`config.mk`:
```
export PLATFORM = sky130hd
export DESIGN_NAME = load_store_unit
export DESIGN_NICKNAME = d
export VERILOG_FILES = /design/src/rtl/load_store_unit.sv
export SDC_FILE = /design/constraint.sdc
export NUM_CORES = 1
export LEC_CHECK = 0
export BUFFER_PORTS_ARGS = -buffer_cell sky130_fd_sc_hd__buf_2
export CAP_MARGIN = 5
export CORE_MARGIN = 3
export CORE_UTILIZATION = 54
export CTS_CLUSTER_DIAMETER = 30
export DETAILED_ROUTE_END_ITERATION = 16
export PLACE_DENSITY_LB_ADDON = 0.2
export REMOVE_ABC_BUFFERS = 1
export SLEW_MARGIN = 10
export SYNTH_ARGS = -nofsm -noshare
export SYNTH_HDL_FRONTEND = slang
export SYNTH_SLANG_ARGS = --single-unit
```
`constraint.sdc`:
```
create_clock -name CK_REF -period 5.3 [get_ports CK_REF]
set_input_delay 0.795 -clock CK_REF [delete_from_list [all_inputs] [get_ports CK_REF]]
set_output_delay 0.795 -clock CK_REF [all_outputs]
set_load 0.02 [all_outputs]
```
`src/rtl/load_store_unit.sv`:
```
// Load/store unit: a single-request memory port with alignment checks, lane
// steering, sign extension, a bounded wait for MEM_ACK and a pipeline freeze.
module load_store_unit #(
  parameter int ADDR_W  = 16,
  parameter int TIMEOUT = 15
) (
  input  logic              CK_REF,
  input  logic              RST,
  input  logic              HALT,
  input  logic              REQ_VALID,
  output logic              REQ_READY,
  input  logic              REQ_WE,
  input  logic [2:0]        REQ_TYPE,
  input  logic [ADDR_W-1:0] REQ_ADDR,
  input  logic [31:0]       REQ_WDATA,
  input  logic [4:0]        REQ_RD,
  output logic              MEM_REQ,
  output logic              MEM_READ_WRN,
  output logic [ADDR_W-1:0] MEM_ADDR,
  output logic [3:0]        MEM_BYTE_EN,
  output logic [31:0]       MEM_WDATA,
  input  logic              MEM_ACK,
  input  logic [31:0]       MEM_RDATA,
  output logic              RSP_VALID,
  output logic [4:0]        RSP_RD,
  output logic [31:0]       RSP_DATA,
  output logic [1:0]        RSP_ERR,
  output logic              BUSY
);

  localparam logic [1:0] S_IDLE   = 2'd0;
  localparam logic [1:0] S_ACCESS = 2'd1;
  localparam logic [1:0] S_RESP   = 2'd2;

  localparam logic [2:0] T_WORD  = 3'b000;
  localparam logic [2:0] T_UHALF = 3'b001;
  localparam logic [2:0] T_SHALF = 3'b010;
  localparam logic [2:0] T_UBYTE = 3'b011;
  localparam logic [2:0] T_SBYTE = 3'b100;

  localparam logic [7:0] CNT_LAST = 8'(TIMEOUT - 1);

  logic [1:0]        state;
  logic [7:0]        cnt;
  logic              we_r;
  logic [2:0]        type_r;
  logic [ADDR_W-1:0] addr_r;
  logic [31:0]       wdata_r;
  logic [4:0]        rd_r;
  logic [31:0]       rsp_data_r;
  logic [1:0]        rsp_err_r;

  function automatic logic is_bad_type(input logic [2:0] t);
    return t > T_SBYTE;
  endfunction

  function automatic logic is_misaligned(input logic [2:0] t, input logic [1:0] off);
    logic m;
    m = 1'b0;
    if (t == T_WORD) m = (off != 2'b00);
    else if (t == T_UHALF || t == T_SHALF) m = off[0];
    return m;
  endfunction

  function automatic logic [3:0] lane_enable(input logic [2:0] t, input logic [1:0] off);
    logic [3:0] be;
    case (t)
      T_WORD:          be = 4'b1111;
      T_UHALF, T_SHALF: be = off[1] ? 4'b1100 : 4'b0011;
      default:         be = 4'b0001 << off;
    endcase
    return be;
  endfunction

  function automatic logic [31:0] replicate(input logic [2:0] t, input logic [31:0] d);
    logic [31:0] r;
    case (t)
      T_WORD:          r = d;
      T_UHALF, T_SHALF: r = {d[15:0], d[15:0]};
      default:         r = {4{d[7:0]}};
    endcase
    return r;
  endfunction

  // Shift the addressed lane down to bit 0, then extend according to type.
  function automatic logic [31:0] extract(input logic [2:0] t, input logic [1:0] off,
                                          input logic [31:0] d);
    logic [31:0] sh;
    logic [31:0] r;
    sh = d >> {off, 3'b000};
    case (t)
      T_UHALF: r = {16'h0000, sh[15:0]};
      T_SHALF: r = {{16{sh[15]}}, sh[15:0]};
      T_UBYTE: r = {24'h000000, sh[7:0]};
      T_SBYTE: r = {{24{sh[7]}}, sh[7:0]};
      default: r = d;
    endcase
    return r;
  endfunction

  always_ff @(posedge CK_REF) begin
    if (RST) begin
      state      <= S_IDLE;
      cnt        <= '0;
      we_r       <= 1'b0;
      type_r     <= '0;
      addr_r     <= '0;
      wdata_r    <= '0;
      rd_r       <= '0;
      rsp_data_r <= '0;
      rsp_err_r  <= '0;
    end else if (!HALT) begin
      case (state)
        S_IDLE: begin
          if (REQ_VALID) begin
            we_r       <= REQ_WE;
            type_r     <= REQ_TYPE;
            addr_r     <= REQ_ADDR;
            wdata_r    <= REQ_WDATA;
            rd_r       <= REQ_RD;
            cnt        <= '0;
            rsp_data_r <= '0;
            if (is_bad_type(REQ_TYPE)) begin
              rsp_err_r <= 2'b11;
              state     <= S_RESP;
            end else if (is_misaligned(REQ_TYPE, REQ_ADDR[1:0])) begin
              rsp_err_r <= 2'b01;
              state     <= S_RESP;
            end else begin
              rsp_err_r <= 2'b00;
              state     <= S_ACCESS;
            end
          end
        end
        S_ACCESS: begin
          // An ACK in the final allowed cycle still completes the access.
          if (MEM_ACK) begin
            rsp_data_r <= we_r ? 32'h0 : extract(type_r, addr_r[1:0], MEM_RDATA);
            state      <= S_RESP;
          end else if (cnt == CNT_LAST) begin
            rsp_err_r  <= 2'b10;
            rsp_data_r <= 32'h0;
            state      <= S_RESP;
          end else begin
            cnt <= cnt + 8'd1;
          end
        end
        default: state <= S_IDLE;
      endcase
    end
  end

  logic in_access;
  logic in_resp;
  assign in_access = (state == S_ACCESS);
  assign in_resp   = (state == S_RESP);

  assign REQ_READY    = (state == S_IDLE) && !HALT && !RST;
  assign BUSY         = (state != S_IDLE);
  assign MEM_REQ      = in_access;
  assign MEM_READ_WRN = !(in_access && we_r);
  assign MEM_ADDR     = in_access ? {addr_r[ADDR_W-1:2], 2'b00} : '0;
  assign MEM_BYTE_EN  = in_access ? lane_enable(type_r, addr_r[1:0]) : 4'b0000;
  assign MEM_WDATA    = (in_access && we_r) ? replicate(type_r, wdata_r) : 32'h0;
  assign RSP_VALID    = in_resp;
  assign RSP_RD       = in_resp ? rd_r : 5'd0;
  assign RSP_DATA     = in_resp ? rsp_data_r : 32'h0;
  assign RSP_ERR      = in_resp ? rsp_err_r : 2'b00;

endmodule

```
==> run summary, run 1 <==
Critical path cell sequence = nand2b_1, inv_4, and2_1, inv_1, a21oi_1, buf_2
Area growth, synth to finish = 20.7%
Worst setup EP type = output pin
Mapped cell area = 0.00530 mm²
Sequential share of the synthesized area = 38.1%
Finish-stage setup viols = 0
Port bufs = 187
Commonest non-fill, non-tap cells in the layout = buf_2, nand2_1, dfxtp_1
Initial antenna violation count = 0
Power per cell area = 240 mW/mm²
Full die area = 0.0110 mm²
Pre-CTS WS = 2260 ps
Yosys reg bits = 101
N_diodes = 0
Fraction of layout cells with a size suffix above 1 = 27.5%
Worst Slack Setup Final = 1760 ps
Number of distinct library cells after synthesis = 60
Pleak = 0.00269 µW
First-pass GRT wire length = 25300 µm
Tot GR Track Use = 27.5%
Fin. Hold Viols = 0
Yosys warning total = 0
Io pins = 190
Max_slew headroom = 27.8%
GR Overflow Total = 0
Avg Cell Area, Syn = 7.63 µm²
Post-synth EDFFs = 0
Cell Rows = 35
H-tree levels = 3
Critical path type = reg -> out
CTS Root Cell = clkbuf_8
Final Routed Wirelength = 15700 µm
Worst slew pin tran = 1080 ps
Vias = 5654
Crit path buffers/inverters = 3
TritonRoute pass-1 iters = 4
GPL Wtd Cong = 0.882
Postcts setup bufs = 0
CTS tree = yes
Final worst path period need = 3540 ps
Fin. max-slew vios = 0
Post-synth top flop = dfxtp_1
Routed length per instance = 16.1 µm
Fill cells = 839
Tot Pwr = 1530 µW
Data arrival, critical path = 2750 ps
Commonest non-fill, non-tap cell in the layout = buf_2
Smallest hold slack = 454 ps
Fmax = 282 MHz
Largest net degree at the start of global routing = 63
Async S/R FF share, synth = 0%
Number of CTS-inserted buffers = 9
Top Family by Delay on Critical Path = buffers and inverters
CP max stage delay = 600 ps
Peak supply drop = 0.142 mV
Layout net count = 934
Clk pin slew, worst setup/hold paths = 100 ps
Max-capacitance violation count = 0
Worst skew pair latency = 370 ps
Path category of the worst min-delay check = reg -> reg
Initial Utilization = 56.6%
Fin crit share = 66.8%
CORE AREA = 0.00937 mm²
RSZ-0062 raised after global routing = false
Synth Instances = 695
Vias in the first global route = 5356
Setup TNS = 0 ps
R2R setup slack = 2690 ps
DR vias/cell = 5.82
Clock Sinks = 101
Hold_buf cts = 0
Detail Route Antenna Nets = 0
DR iter-0 viols = 356
Detailed placer's ending HPWL = 11100 µm
Die Ht = 105 µm
Clock skew = 9.92 ps
CP Max Fanout = 25
Worst setup SP type = register
Data required, critical path = 4510 ps
CTS resizes = 0
Remaining DRCs = 0
Die Width = 105 µm
Bufs on Longest Clock Path = 2
Status = finished clean
Slowest cell on crit path = dfxtp_1
synthesized netlist by cell type (all sizes together) (4+ instances only):
cell / instances / area share (%)
or2: 6 / 0.71
a21oi: 101 / 9.6
nand3: 6 / 0.57
mux2: 7 / 1.5
a21boi: 4 / 0.57
nor3: 5 / 0.47
clkbuf: 44 / 3.1
nand2b: 4 / 0.47
o2bb2ai: 23 / 3.8
nor2: 28 / 2.0
nor2b: 5 / 0.59
buf: 17 / 1.9
a22o: 7 / 1.2
a211o: 7 / 1.2
a22oi: 7 / 0.99
o21ai: 22 / 2.1
and2: 57 / 6.7
o22ai: 8 / 0.94
nand3b: 15 / 2.1
and3: 8 / 0.94
inv: 7 / 0.54
dfxtp: 101 / 38
or3: 6 / 0.71
a221o: 7 / 1.3
nand2: 152 / 11
cell families after synthesis:
group | count (synthesis) | synth area share, %
adder cells (fa/ha/maj) | 2 | 0.472
multiplexers | 10 | 2.29
XOR/XNOR | 2 | 0.331
other | 1 | 0.0708
AO/OA/AOI/OAI | 210 | 25.5
buffers and inverters | 68 | 5.55
flip-flops | 101 | 38.1
AND/OR/NAND/NOR | 301 | 27.7
layer usage:
layer | part of all wire, % | GRT usage [%]
met3 | 7.9 | 5.56
met4 | 3.1 | 12.2
met5 | 0 | 0
met1 | 41 | 35.0
met2 | 48 | 45.1
report_power, final:
| part | leakage [µW] | internal, µW | switching [µW] | total (µW) |
|---|---|---|---|---|
| sequential | 0.000820 | 784 | 27.0 | 811 |
| clock | 0.0000973 | 222 | 273 | 495 |
| combinational | 0.00177 | 84.6 | 144 | 228 |
worst register-to-register path: stages, from the launching register on:
cell and delay [ps]:
dfxtp_1 820, or3_1 560, and2_1 800, a22oi_1 200, o2bb2ai_1 160
registers in the layout, summed over array words and instances, names as in the netlist:
signal,flops
state,2
rsp_data_r,32
rsp_err_r,2
wdata_r,32
addr_r,16
type_r,3
cnt,8
we_r,1
rd_r,5
worst paths after layout:
path              startpoint       endpoint  cells after the start
hold reg to reg    addr_r[9]      addr_r[9]                      2
hold / removal     addr_r[9]      addr_r[9]                      2
setup / recovery    state[0]  MEM_WDATA[19]                      6
setup reg to reg   type_r[2]  rsp_data_r[6]                      4
through the flow:
step           instances  area [µm²]  util, %
2_1_floorplan        635        5040        -
3_3_place_gp         956        6190     66.1
3_5_place_dp         956        6190     66.1
4_1_cts              972        6390     68.2
5_1_grt              972        6400     68.3
6_report             972        6400     68.3
layout make-up:
cell class,count,area [µm²],area share [%]
Multi-Input combinational cell,527,3010,47.1
Sequential cell,101,2020,31.6
Timing Repair Buffer,192,973,15.2
Tap cell,129,161,2.52
Clock buffer,10,128,2.00
Clock inverter,6,68.8,1.08
Inverter,7,28.8,0.450
(Power assumes the default switching activity.)
==> inputs of run 2 (changes only) <==
--- a/config.mk
+++ b/config.mk
@@ -8,7 +8,7 @@
 export BUFFER_PORTS_ARGS = -buffer_cell sky130_fd_sc_hd__buf_2
 export CAP_MARGIN = 5
 export CORE_MARGIN = 3
-export CORE_UTILIZATION = 54
+export CORE_UTILIZATION = 45
 export CTS_CLUSTER_DIAMETER = 30
 export DETAILED_ROUTE_END_ITERATION = 16
 export PLACE_DENSITY_LB_ADDON = 0.2
==> constraint.sdc (replaced) <==
create_clock -name CK_REF -period 3.2 [get_ports CK_REF]
set_input_delay 0.48 -clock CK_REF [delete_from_list [all_inputs] [get_ports CK_REF]]
set_output_delay 0.48 -clock CK_REF [all_outputs]
set_load 0.02 [all_outputs]
==> run 2 against run 1 <==
Effect of this change:
- clock power increased by 140%
- first-iteration DRC count down 3.1%
- combinational power increased by 70%
- sequential share of layout area shrank 0.88 points
- worst setup slack got worse by 1500 ps
- cell area grew 2.9%
==> run summary, run 2 (same netlist as run 1, synthesis figures left out) <==
Status = finished clean
Layout net count = 940
Max_slew headroom = 28.4%
Commonest non-fill, non-tap cell in the layout = buf_2
Pleak = 0.00277 µW
First-pass GRT wire length = 25600 µm
Number of CTS-inserted buffers = 9
Data arrival, critical path = 2420 ps
RSZ-0062 raised after global routing = false
Smallest hold slack = 363 ps
Tot Pwr = 2890 µW
Non-Filler Instances = 991
CORE AREA = 0.0115 mm²
Slowest cell on crit path = dfxtp_1
Crit path buffers/inverters = 4
Worst setup SP type = register
CP max stage delay = 550 ps
Placed cell count = 975
Critical path cell sequence = nand2b_1, inv_4, and2_2, clkinvlp_4, buf_4, a21oi_1, buf_2
Worst r2r src = type_r[2]
Fin crit share = 90.5%
Die Ht = 115 µm
Die Width = 115 µm
Hold_buf cts = 0
Fmax = 345 MHz
Routed length per instance = 16.3 µm
Initial antenna violation count = 0
Io pins = 190
Hold_sp = REQ_WDATA[27]
Initial Utilization = 46.2%
Fin. max-slew vios = 0
Path category of the worst min-delay check = in -> reg
Area growth, synth to finish = 24.2%
GPL Wtd Cong = 0.892
CTS tree = yes
H-tree levels = 3
DR iter-0 viols = 345
Critical path type = reg -> out
Setup TNS = 0 ps
Finish-stage setup viols = 0
Clk pin slew, worst setup/hold paths = 70 ps
Tot GR Track Use = 24.0%
DR vias/cell = 5.59
Largest net degree at the start of global routing = 59
TritonRoute pass-1 iters = 5
Remaining DRCs = 0
Final worst path period need = 2900 ps
Detail Route Antenna Nets = 0
Fraction of layout cells with a size suffix above 1 = 28.3%
Fill cells = 1066
Bufs on Longest Clock Path = 2
Worst skew pair latency = 340 ps
N_diodes = 0
Port bufs = 187
Fin. Hold Viols = 0
Peak supply drop = 0.355 mV
CTS Root Cell = clkbuf_16
Cell Rows = 39
GR Overflow Total = 0
Worst slew pin tran = 1070 ps
CP Max Fanout = 25
Vias = 5537
Max-capacitance violation count = 0
Largest regs = rsp_data_r x32, wdata_r x32, addr_r x16
Clock skew = 3.44 ps
Critical Path Source = state[0]
Data required, critical path = 2720 ps
Power per cell area = 440 mW/mm²
Vias in the first global route = 5208
Clock Sinks = 101
Full die area = 0.0131 mm²
Final Routed Wirelength = 16100 µm
Top Family by Delay on Critical Path = buffers and inverters
Detailed placer's ending HPWL = 11300 µm
Worst setup EP type = output pin
Commonest non-fill, non-tap cells in the layout = buf_2, nand2_1, dfxtp_1
## run 2: cell count changes in the layout (fill, tap and decap cells not counted), moves of 2 or more
| cell | delta |
|---|---|
| clkbuf_8 | -9 |
| clkinvlp_4 | +2 |
| buf_4 | +6 |
| inv_6 | -2 |
| clkbuf_16 | +9 |
## run 2: worst paths after layout
path / end / depth (start not counted) / slack (ps)
worst min register to register: addr_r[5] / 2 / 450
worst min-delay path: wdata_r[27] / 3 / 360
worst max register to register: rsp_data_r[5] / 4 / 880
worst max-delay path: MEM_WDATA[21] / 7 / 300
## run 2: area by class of cell
cell class,count,area [µm²],share of cell area (%)
multi-input combinational,527,3010,45.8
clock buffer,9,225,3.42
clock inverter,6,88.8,1.35
sequential,101,2020,30.7
tap,143,179,2.72
timing repair buffer,198,1020,15.5
inverter,7,32.5,0.494
## run 2: report_power, final
part           internal [µW]  switching (µW)
sequential              1300            39.8
clock                    681             485
combinational            144             244
## run 2: routing by layer
layer	global-route usage, %	up-vias	wire length [µm]
li1	-	2704	-
met1	31.9	2579	7060
met2	39.0	234	7440
met3	4.70	20	1360
met4	7.92	0	269
met5	0	-	0
## run 2: worst reg2reg max path, stage by stage (launching register included)
cell and delay [ps]:
dfxtp_1 830, or3_1 540, o211ai_1 440, a22oi_1 290, o2bb2ai_1 80
## run 2: stage by stage
step	utilization, %	instance area (µm²)	setup slack (ps)
6_report	57.4	6580	303
5_1_grt	57.4	6580	111
4_1_cts	57.3	6570	150
3_5_place_dp	54.5	6250	537
3_3_place_gp	54.5	6250	656
2_1_floorplan	-	5040	-449
## run 2: repair_timing
item / CTS / global route
setup buffers: 0 / 1
gates resized for setup: 0 / 2
endpoints found under the setup margin: 0 / 15
